### src/rtl/udp_vlg_tx_arb.sv
// udp_vlg_tx_arb: round-robin arbiter sharing one UDP TX path among N controllers, grant locked per datagram.
// Optional watchdog abort enabled by defining UDP_VLG_TX_ARB_TIMEOUT_EN.
module udp_vlg_tx_arb #(
  parameter int N = 4,
  parameter int TIMEOUT = 4096
) (
  input  logic                clk,
  input  logic                rst_n,
  input  logic [N-1:0]        in_rdy,
  output logic [N-1:0]        in_req,
  input  logic [N-1:0][15:0]  in_src_port,
  input  logic [N-1:0][15:0]  in_dst_port,
  input  logic [N-1:0][15:0]  in_length,
  input  logic [N-1:0][31:0]  in_dst_ip,
  input  logic [N-1:0][7:0]   in_dat,
  input  logic [N-1:0]        in_sof,
  input  logic [N-1:0]        in_eof,
  input  logic [N-1:0]        in_val,
  output logic                out_rdy,
  input  logic                out_req,
  output logic [15:0]         out_src_port,
  output logic [15:0]         out_dst_port,
  output logic [15:0]         out_length,
  output logic [31:0]         out_dst_ip,
  output logic [7:0]          out_dat,
  output logic                out_sof,
  output logic                out_eof,
  output logic                out_val,
  output logic [N-1:0]        out_gnt,
  output logic                out_err
);
  localparam int W = $clog2(N);
  typedef enum logic [1:0] {IDLE, OFFER, XFER} state_t;
  state_t state;
  logic [W-1:0] ptr, g, sel, nxt;
  logic found, xfer, done, expire;
  int idx;
  always_comb begin
    found = 1'b0;
    sel = '0;
    idx = 0;
    for (int k = 0; k < N; k++) begin
      idx = int'(ptr) + k;
      idx = idx >= N ? idx - N : idx;
      if (!found && in_rdy[idx]) begin
        found = 1'b1;
        sel = W'(idx);
      end
    end
  end
  assign nxt = int'(g) == N - 1 ? '0 : g + 1'b1;
  assign xfer = state == XFER;
  assign done = xfer && in_val[g] && in_eof[g];
  // requesters start their FIFO read in the same cycle as req
  assign in_req = out_req ? out_gnt : '0;
  assign out_dat = xfer ? in_dat[g] : '0;
  assign out_sof = xfer && in_sof[g];
  assign out_eof = xfer && in_eof[g];
  assign out_val = xfer && in_val[g];
`ifdef UDP_VLG_TX_ARB_TIMEOUT_EN
  localparam int CW = $clog2(TIMEOUT) + 1;
  logic [CW-1:0] cnt;
  always_ff @(posedge clk or negedge rst_n) begin
    if (!rst_n) cnt <= '0;
    else cnt <= (state == IDLE || (state == OFFER && out_req) || (xfer && in_val[g])) ? '0 : cnt + 1'b1;
  end
  assign expire = state != IDLE && cnt == CW'(TIMEOUT - 1);
`else
  assign expire = TIMEOUT < 0;
`endif
  always_ff @(posedge clk or negedge rst_n) begin
    if (!rst_n) begin
      state <= IDLE;
      ptr <= '0;
      g <= '0;
      out_rdy <= 1'b0;
      out_gnt <= '0;
      out_err <= 1'b0;
      out_src_port <= '0;
      out_dst_port <= '0;
      out_length <= '0;
      out_dst_ip <= '0;
    end else begin
      out_err <= 1'b0;
      case (state)
        IDLE: if (found) begin
          g <= sel;
          out_gnt <= N'(1) << sel;
          out_rdy <= 1'b1;
          out_src_port <= in_src_port[sel];
          out_dst_port <= in_dst_port[sel];
          out_length <= in_length[sel];
          out_dst_ip <= in_dst_ip[sel];
          state <= OFFER;
        end
        OFFER: if (out_req) begin
          out_rdy <= 1'b0;
          state <= XFER;
        end else if (!in_rdy[g] || expire) begin
          out_rdy <= 1'b0;
          out_gnt <= '0;
          out_err <= in_rdy[g];
          ptr <= in_rdy[g] ? nxt : ptr;
          state <= IDLE;
        end
        XFER: if (done || expire) begin
          out_gnt <= '0;
          out_err <= !done;
          ptr <= nxt;
          state <= IDLE;
        end
        default: state <= IDLE;
      endcase
    end
  end
endmodule

### config.mk
export PLATFORM = sky130hd
export DESIGN_NAME = udp_vlg_tx_arb
export DESIGN_NICKNAME = d
export VERILOG_FILES = /design/src/rtl/udp_vlg_tx_arb.sv
export SDC_FILE = /design/constraint.sdc
export NUM_CORES = 1
export LEC_CHECK = 0
export CAP_MARGIN = 20
export CORE_AREA = 2 2 182 184
export CTS_BUF_LIST = sky130_fd_sc_hd__clkbuf_4 sky130_fd_sc_hd__clkbuf_8
export DETAILED_ROUTE_END_ITERATION = 8
export DIE_AREA = 0 0 184 186
export SLEW_MARGIN = 25
export SYNTH_ARGS = -nofsm -noshare
export SYNTH_HDL_FRONTEND = slang
export SYNTH_SLANG_ARGS = --single-unit
### constraint.sdc
create_clock -name clk -period 1.9 [get_ports clk]
set_input_delay 0.19 -clock clk [delete_from_list [all_inputs] [get_ports clk]]
set_output_delay 0.19 -clock clk [all_outputs]
set_load 0.02 [all_outputs]
* After elaboration in Yosys (flattened, before gate mapping) *
Index checks and enable logic that the tools add are counted.

storage, ports and cells
  bits of input ports = 371
  word-level logic and storage cells = 117
  register bits after elaboration = 92

cells by class
  reductions and logical operators = 19
  order comparisons = 10
  muxes and demuxes = 61
  add/sub/neg operators = 8
  equal/unequal tests = 8
  shift operators = 1

operators with widths
  cell                                                 number
  two-way mux 32 bit                                   5
  < comparator 32 x 4 -> 1 bit, second input constant  4
  binary-select mux 16 bit (select 2 bit)              3
  binary-select mux 32 bit (select 2 bit)              1
  two-way mux 16 bit                                   3
  two-way mux 1 bit                                    21
  two-way mux 4 bit                                    5
  two-way mux 2 bit                                    9
  binary-select mux 1 bit (select 2 bit)               8
  binary-select mux 8 bit (select 2 bit)               1
  two-way mux 8 bit                                    2
  one-hot mux 4 bit (3 select lines)                   1
  subtractor 3 x 3 -> 4 bit, second input constant     3
  >= comparator 3 bit, second input constant           3
  logical AND 1 bit                                    7
  adder 2 x 2 -> 3 bit, second input constant          2
  < comparator 2 x 3 -> 1 bit, second input constant   2
  != test 2 bit, second input constant                 3
  one-hot mux 2 bit (3 select lines)                   1
  AND reduction 3 bit                                  2
  AND reduction 5 bit                                  1
  == test 2 x 1 -> 1 bit, second input constant        2
  zero test 1 bit                                      4
  AND reduction 2 bit                                  2
  12 further kinds                                     12

* Logic depth before layout (Yosys ltp) *
Gate-level depths: netlist (run 1).

  depth after elaboration = 18
  mapped depth = 8
  depth with buffers taken out = 7

* Least setup slack after synthesis (run 1) *
Ideal clock, no wire load.

  kind = flip-flop to flip-flop
  start = reg ptr[0]
  end = reg out_dst_ip[15]
  setup time = 0.137 ns
  setup slack = -0.226 ns
  arrival time = 1.989 ns
  clock period less this slack = 2.126 ns
  stages on the path, launching flop included = 8
  buffers on the path = 2
  path through = dfrtp_1 > buf_2 > or3b_1 > o221ai_2 > buf_4 > mux2_2 > a222oi_1 > a21oi_1

on the way
  longest elaborated chain between the ends = 17
  elaborated cells between the ends (all ways) = 44
  classes of those cells = add/sub (7); order compare (4); mux (26); reduce/logical (7)

RTL lines
  element                                                             line  RTL
  start, declared                                                     35    logic [W-1:0] ptr, g, sel, nxt;
  start signal, assigned                                              103   ptr <= in_rdy[g] ? nxt : ptr;
  start signal, assigned                                              109   ptr <= nxt;
  branches (longest 17 deep; another with subtractor 3 x 3 -> 4 bit)  --
  end signal, assigned                                                93    out_dst_ip <= in_dst_ip[sel];
  end, declared                                                       24    output logic [31:0] out_dst_ip,

Parallel ways; which one is timed is not known. The select of a mux whose other input is x is not followed.
A chain may end at the register's enable or synchronous reset.

* Worst setup path after layout (run 1) *
  start = reg ptr[1]
  end = reg out_src_port[1]

on the way
  longest elaborated chain between the ends = 17
  elaborated cells between the ends (all ways) = 44
  classes of those cells = add/sub (7); order compare (4); mux (26); reduce/logical (7)

RTL lines
  element                                                             line  RTL
  branches (longest 17 deep; another with subtractor 3 x 3 -> 4 bit)  --
  end signal, assigned                                                90    out_src_port <= in_src_port[sel];
  end, declared                                                       21    output logic [15:0] out_src_port,

Parallel ways; which one is timed is not known. The select of a mux whose other input is x is not followed.

==> metrics.log, run 1 <==
INFO  metric post_synth_instance_area = between 5000 and 6000 µm²
INFO  metric dieHeight = around 190 µm
INFO  metric ios = 472
INFO  metric violations = negative setup slack
INFO  metric final_critical_path_required_period = approximately 2.3 ns
INFO  metric numCtsBuffers = 9
INFO  metric nets = around 1,500
INFO  metric required = between 2 and 2.5 ns
INFO  metric synth_top_area_share = 0.393
INFO  metric ys_warn_count = 0
INFO  metric avgViaCountPerCell = 4.66
INFO  metric worst_hold_slack = 0.197 ns
INFO  metric synth.largest_area_cell = sky130_fd_sc_hd__dfrtp_1
INFO  metric synth_seq_area_share = 0.393
INFO  metric worst_slew_pin_slew = 0.528 ns
INFO  metric port_buffers = 470
INFO  metric drt-wirelength-per-cell = 20.6 µm
INFO  metric gr-usage-met3 = 0.0368
INFO  metric drive_gt1_frac = 0.244
INFO  metric detail_route.wirelength = between 30,000 and 40,000 µm
INFO  metric clock.fmax = around 0.43 GHz
INFO  metric detailed_place.area = between 10,000 and 15,000 µm²
INFO  metric antennaDiodeCount = 0
INFO  metric setup_viol_count_final = 91
INFO  metric clock_path_buffers = 2
INFO  metric worst_clock_skew = 0.00783 ns
INFO  metric post-route-util = 0.394
INFO  metric clock_sinks = slightly above 90
INFO  metric die_w = about 180 µm
INFO  metric synth-edff-count = 0
INFO  metric netlist_instances = 570
INFO  metric dp.cells = between 1,000 and 1,500
INFO  metric global_route.usage.total = 0.172
INFO  metric async_flop_share = 1.00
INFO  metric peakVddDrop = between 600 and 700 µV
INFO  metric power_per_cell_area = roughly 1300 nW/µm²
INFO  metric synth.area.top_cells = sky130_fd_sc_hd__dfrtp_1 (39%), sky130_fd_sc_hd__a222oi_1 (14%), sky130_fd_sc_hd__mux2_2 (12%)
INFO  metric first_pass_grt_wire_length = 43,500 µm
INFO  metric preCtsSetupSlack = -0.673 ns
INFO  metric most_frequent_standard_cell_in_the_layout_excluding_fill_and_tap_cells = sky130_fd_sc_hd__clkdlybuf4s50_1
INFO  metric endpoint_kind = register
INFO  metric drv.max_cap_violation_count = 0
INFO  metric final_cell_count_no_fill = about 1,500
INFO  metric status = complete, but fails checks
INFO  metric insertion_delay = just under 0.4 ns
INFO  metric globalRoute.totalOverflow = 0
INFO  metric ys.flop_type = sky130_fd_sc_hd__dfrtp_1
INFO  metric fp.coreArea = between 30,000 and 40,000 µm²
INFO  metric final_max_slew_viol_count = 0
INFO  metric grt_util_met1 = 0.213
INFO  metric hold_path.class = in -> async
INFO  metric grt_pass1_vias = 7,042
INFO  metric r2r-start = ptr[1]
INFO  metric rrSetupSlack = -0.40 ns
INFO  metric grt_antenna_before_repair = 0
INFO  metric busiest_layer = met2
INFO  metric critPathLaunch = ptr[1]
INFO  metric layout.cells.most_common_list = sky130_fd_sc_hd__clkdlybuf4s50_1 (458), sky130_fd_sc_hd__dfrtp_1 (89), sky130_fd_sc_hd__mux2_4 (83)
INFO  metric cts.htree.levels = 3
INFO  metric crit-reg2reg-capture = out_src_port[1]
INFO  metric drtAntennaViolNets = 0
INFO  metric core.rowCount = 66
INFO  metric worstPathArrival = 2.57 ns
INFO  metric total_drc_errors_in_the_routed_layout = 0
INFO  metric ctsRootBufferMaster = sky130_fd_sc_hd__clkbuf_8
INFO  metric cts_tree = built
INFO  metric timing.final.hold_violations = 0
INFO  metric grt_max_degree = 60
INFO  metric rsz_0062_raised_after_global_routing = true
INFO  metric finish.instance_area = about 13,000 µm²
INFO  metric worst_setup_path_class = reg -> reg
INFO  metric syn_to_final_growth = 119%
INFO  metric layout_worst_path_cycle_share = 1.21
INFO  metric r2r_cells = 8
INFO  metric grt_util_met2 = 0.298
INFO  metric detail_route.first_pass.iterations = 8
INFO  metric cts.clk_slew.worst_paths = about 0.11 ns
INFO  metric critical_path.startpoint_type = register
INFO  metric detailedPlacementHpwl = 24,400 µm
INFO  metric leakage = about 5.2 nW
INFO  metric syn-num-nets = approximately 950
INFO  metric die_area = 34,200 µm²
INFO  metric average_cell_area_after_synthesis = ~10 µm²
INFO  metric effective_utilization_at_floorplan = 0.180
INFO  metric layout_setup_ws = -0.399 ns
INFO  metric globalplace.congestion = 0.887
INFO  metric worstPathMaxFanout = 7
INFO  metric crit_end = out_src_port[1]
INFO  metric synth.distinct_cells = 36
INFO  metric drtIter0Drc = a little over 600
INFO  metric worst_slew_margin_rel = 0.647
INFO  metric ys_seq_elements = 91
INFO  metric num_vias = 7,076
-- area by class of cell --
class	instances	area (µm²)
sequential	91	2280
timing repair buffer	583	6040
clock inverter	5	37.5
tap	408	510
inverter	5	18.8
fill	3156	19500
multi-input combinational	414	3670
clock buffer	11	145
-- cell families after synthesis --
| logic type | after synthesis | share of synthesized area |
|---|---|---|
| simple gates | 123 | 0.0938 |
| buf+inv | 65 | 0.0493 |
| other cells | 1 | 0.000647 |
| flops | 91 | 0.393 |
| fa+ha+maj | 5 | 0.0108 |
| compound gates | 183 | 0.233 |
| mux | 102 | 0.219 |
-- how the worst min path moves through the flow --
stage                     start             to  cells after the start
after global routing      rst_n  out_dst_ip[5]                      2
final                     rst_n  out_dst_ip[5]                      2
after CTS                 rst_n  out_dst_ip[5]                      2
after detailed placement  rst_n  out_dst_ip[5]                      1
after floorplan           rst_n           g[0]                      0
after global placement    rst_n  out_dst_ip[5]                      1
-- state kept, by name (all words and copies together), names as in the netlist --
name,flops
ptr,2
out_dst_ip,32
out_gnt,4
out_dst_port,16
out_rdy,1
out_src_port,16
state,2
g,2
out_length,16
-- metal layers --
| metal | wire length [µm] | up-vias |
|---|---|---|
| met2 | 15700 | 340 |
| met4 | 594 | 0 |
| met5 | 0 | - |
| met3 | 2220 | 36 |
| li1 | - | 3303 |
| met1 | 12800 | 3397 |
-- worst max-delay path, stage by stage, from the launching register on --
cell                        delay, ns
sky130_fd_sc_hd__dfrtp_1         0.43
sky130_fd_sc_hd__mux2_4          0.32
sky130_fd_sc_hd__o221ai_4        0.27
sky130_fd_sc_hd__buf_12          0.18
sky130_fd_sc_hd__clkbuf_16       0.17
sky130_fd_sc_hd__buf_12          0.13
sky130_fd_sc_hd__mux2_4          0.30
sky130_fd_sc_hd__a222oi_1        0.24
sky130_fd_sc_hd__a21oi_1         0.13
-- synthesized netlist by cell type (2+ instances only) --
cell type and n:
sky130_fd_sc_hd__dfrtp_1 91, sky130_fd_sc_hd__a21oi_1 85, sky130_fd_sc_hd__nor2_1 84, sky130_fd_sc_hd__a222oi_1 80
sky130_fd_sc_hd__mux2_2 64, sky130_fd_sc_hd__clkbuf_1 44, sky130_fd_sc_hd__mux2_1 24, sky130_fd_sc_hd__and2_1 14
sky130_fd_sc_hd__mux4_2 11, sky130_fd_sc_hd__buf_4 9, sky130_fd_sc_hd__nand2_1 8, sky130_fd_sc_hd__buf_2 6
sky130_fd_sc_hd__nor2b_1 6, sky130_fd_sc_hd__o21ai_0 6, sky130_fd_sc_hd__ha_1 5, sky130_fd_sc_hd__inv_1 5
sky130_fd_sc_hd__mux2i_1 3, sky130_fd_sc_hd__nand3_1 3, sky130_fd_sc_hd__a21boi_1 2, sky130_fd_sc_hd__nand2b_1 2
sky130_fd_sc_hd__nand3b_1 2, sky130_fd_sc_hd__o21bai_1 2
-- where the power goes --
| part | switching, mW | internal (mW) |
|---|---|---|
| logic | 5.63 | 6.37 |
| clock network | 0.858 | 0.534 |
| registers | 0.620 | 2.95 |
| total | 7.11 | 9.85 |
-- metrics by stage --
step	power (mW)	setup TNS [ns]
6_report	17.0	-25.64
4_1_cts	16.7	-30.26
5_1_grt	18.0	-33.66
2_1_floorplan	9.03	-8.09
3_5_place_dp	14.5	-45.79
3_3_place_gp	14.4	-44.81
-- what timing repair did --
| action | 4_1_cts | 5_1_grt |
|---|---|---|
| gates cloned | 3 | 2 |
| endpoints found under the setup margin | 96 | 99 |
| pin swaps | 27 | 86 |
| buffers inserted | 11 | 12 |
| hold buffers | 1 | 0 |
| hold endpoints to repair | 62 | 0 |
| resized for setup | 111 | 65 |
No activity file was read; power rests on OpenSTA's default activity.
==> run 2, diff against run 1 <==
--- a/config.mk
+++ b/config.mk
@@ -8,6 +8,7 @@
 export CAP_MARGIN = 20
 export CORE_AREA = 2 2 182 184
 export CTS_BUF_LIST = sky130_fd_sc_hd__clkbuf_4 sky130_fd_sc_hd__clkbuf_8
+export CTS_CLUSTER_SIZE = 25
 export DETAILED_ROUTE_END_ITERATION = 8
 export DIE_AREA = 0 0 184 186
 export SLEW_MARGIN = 25
==> results of run 2 <==
The final DEF is identical to that of run 1; final timing and power are the same.
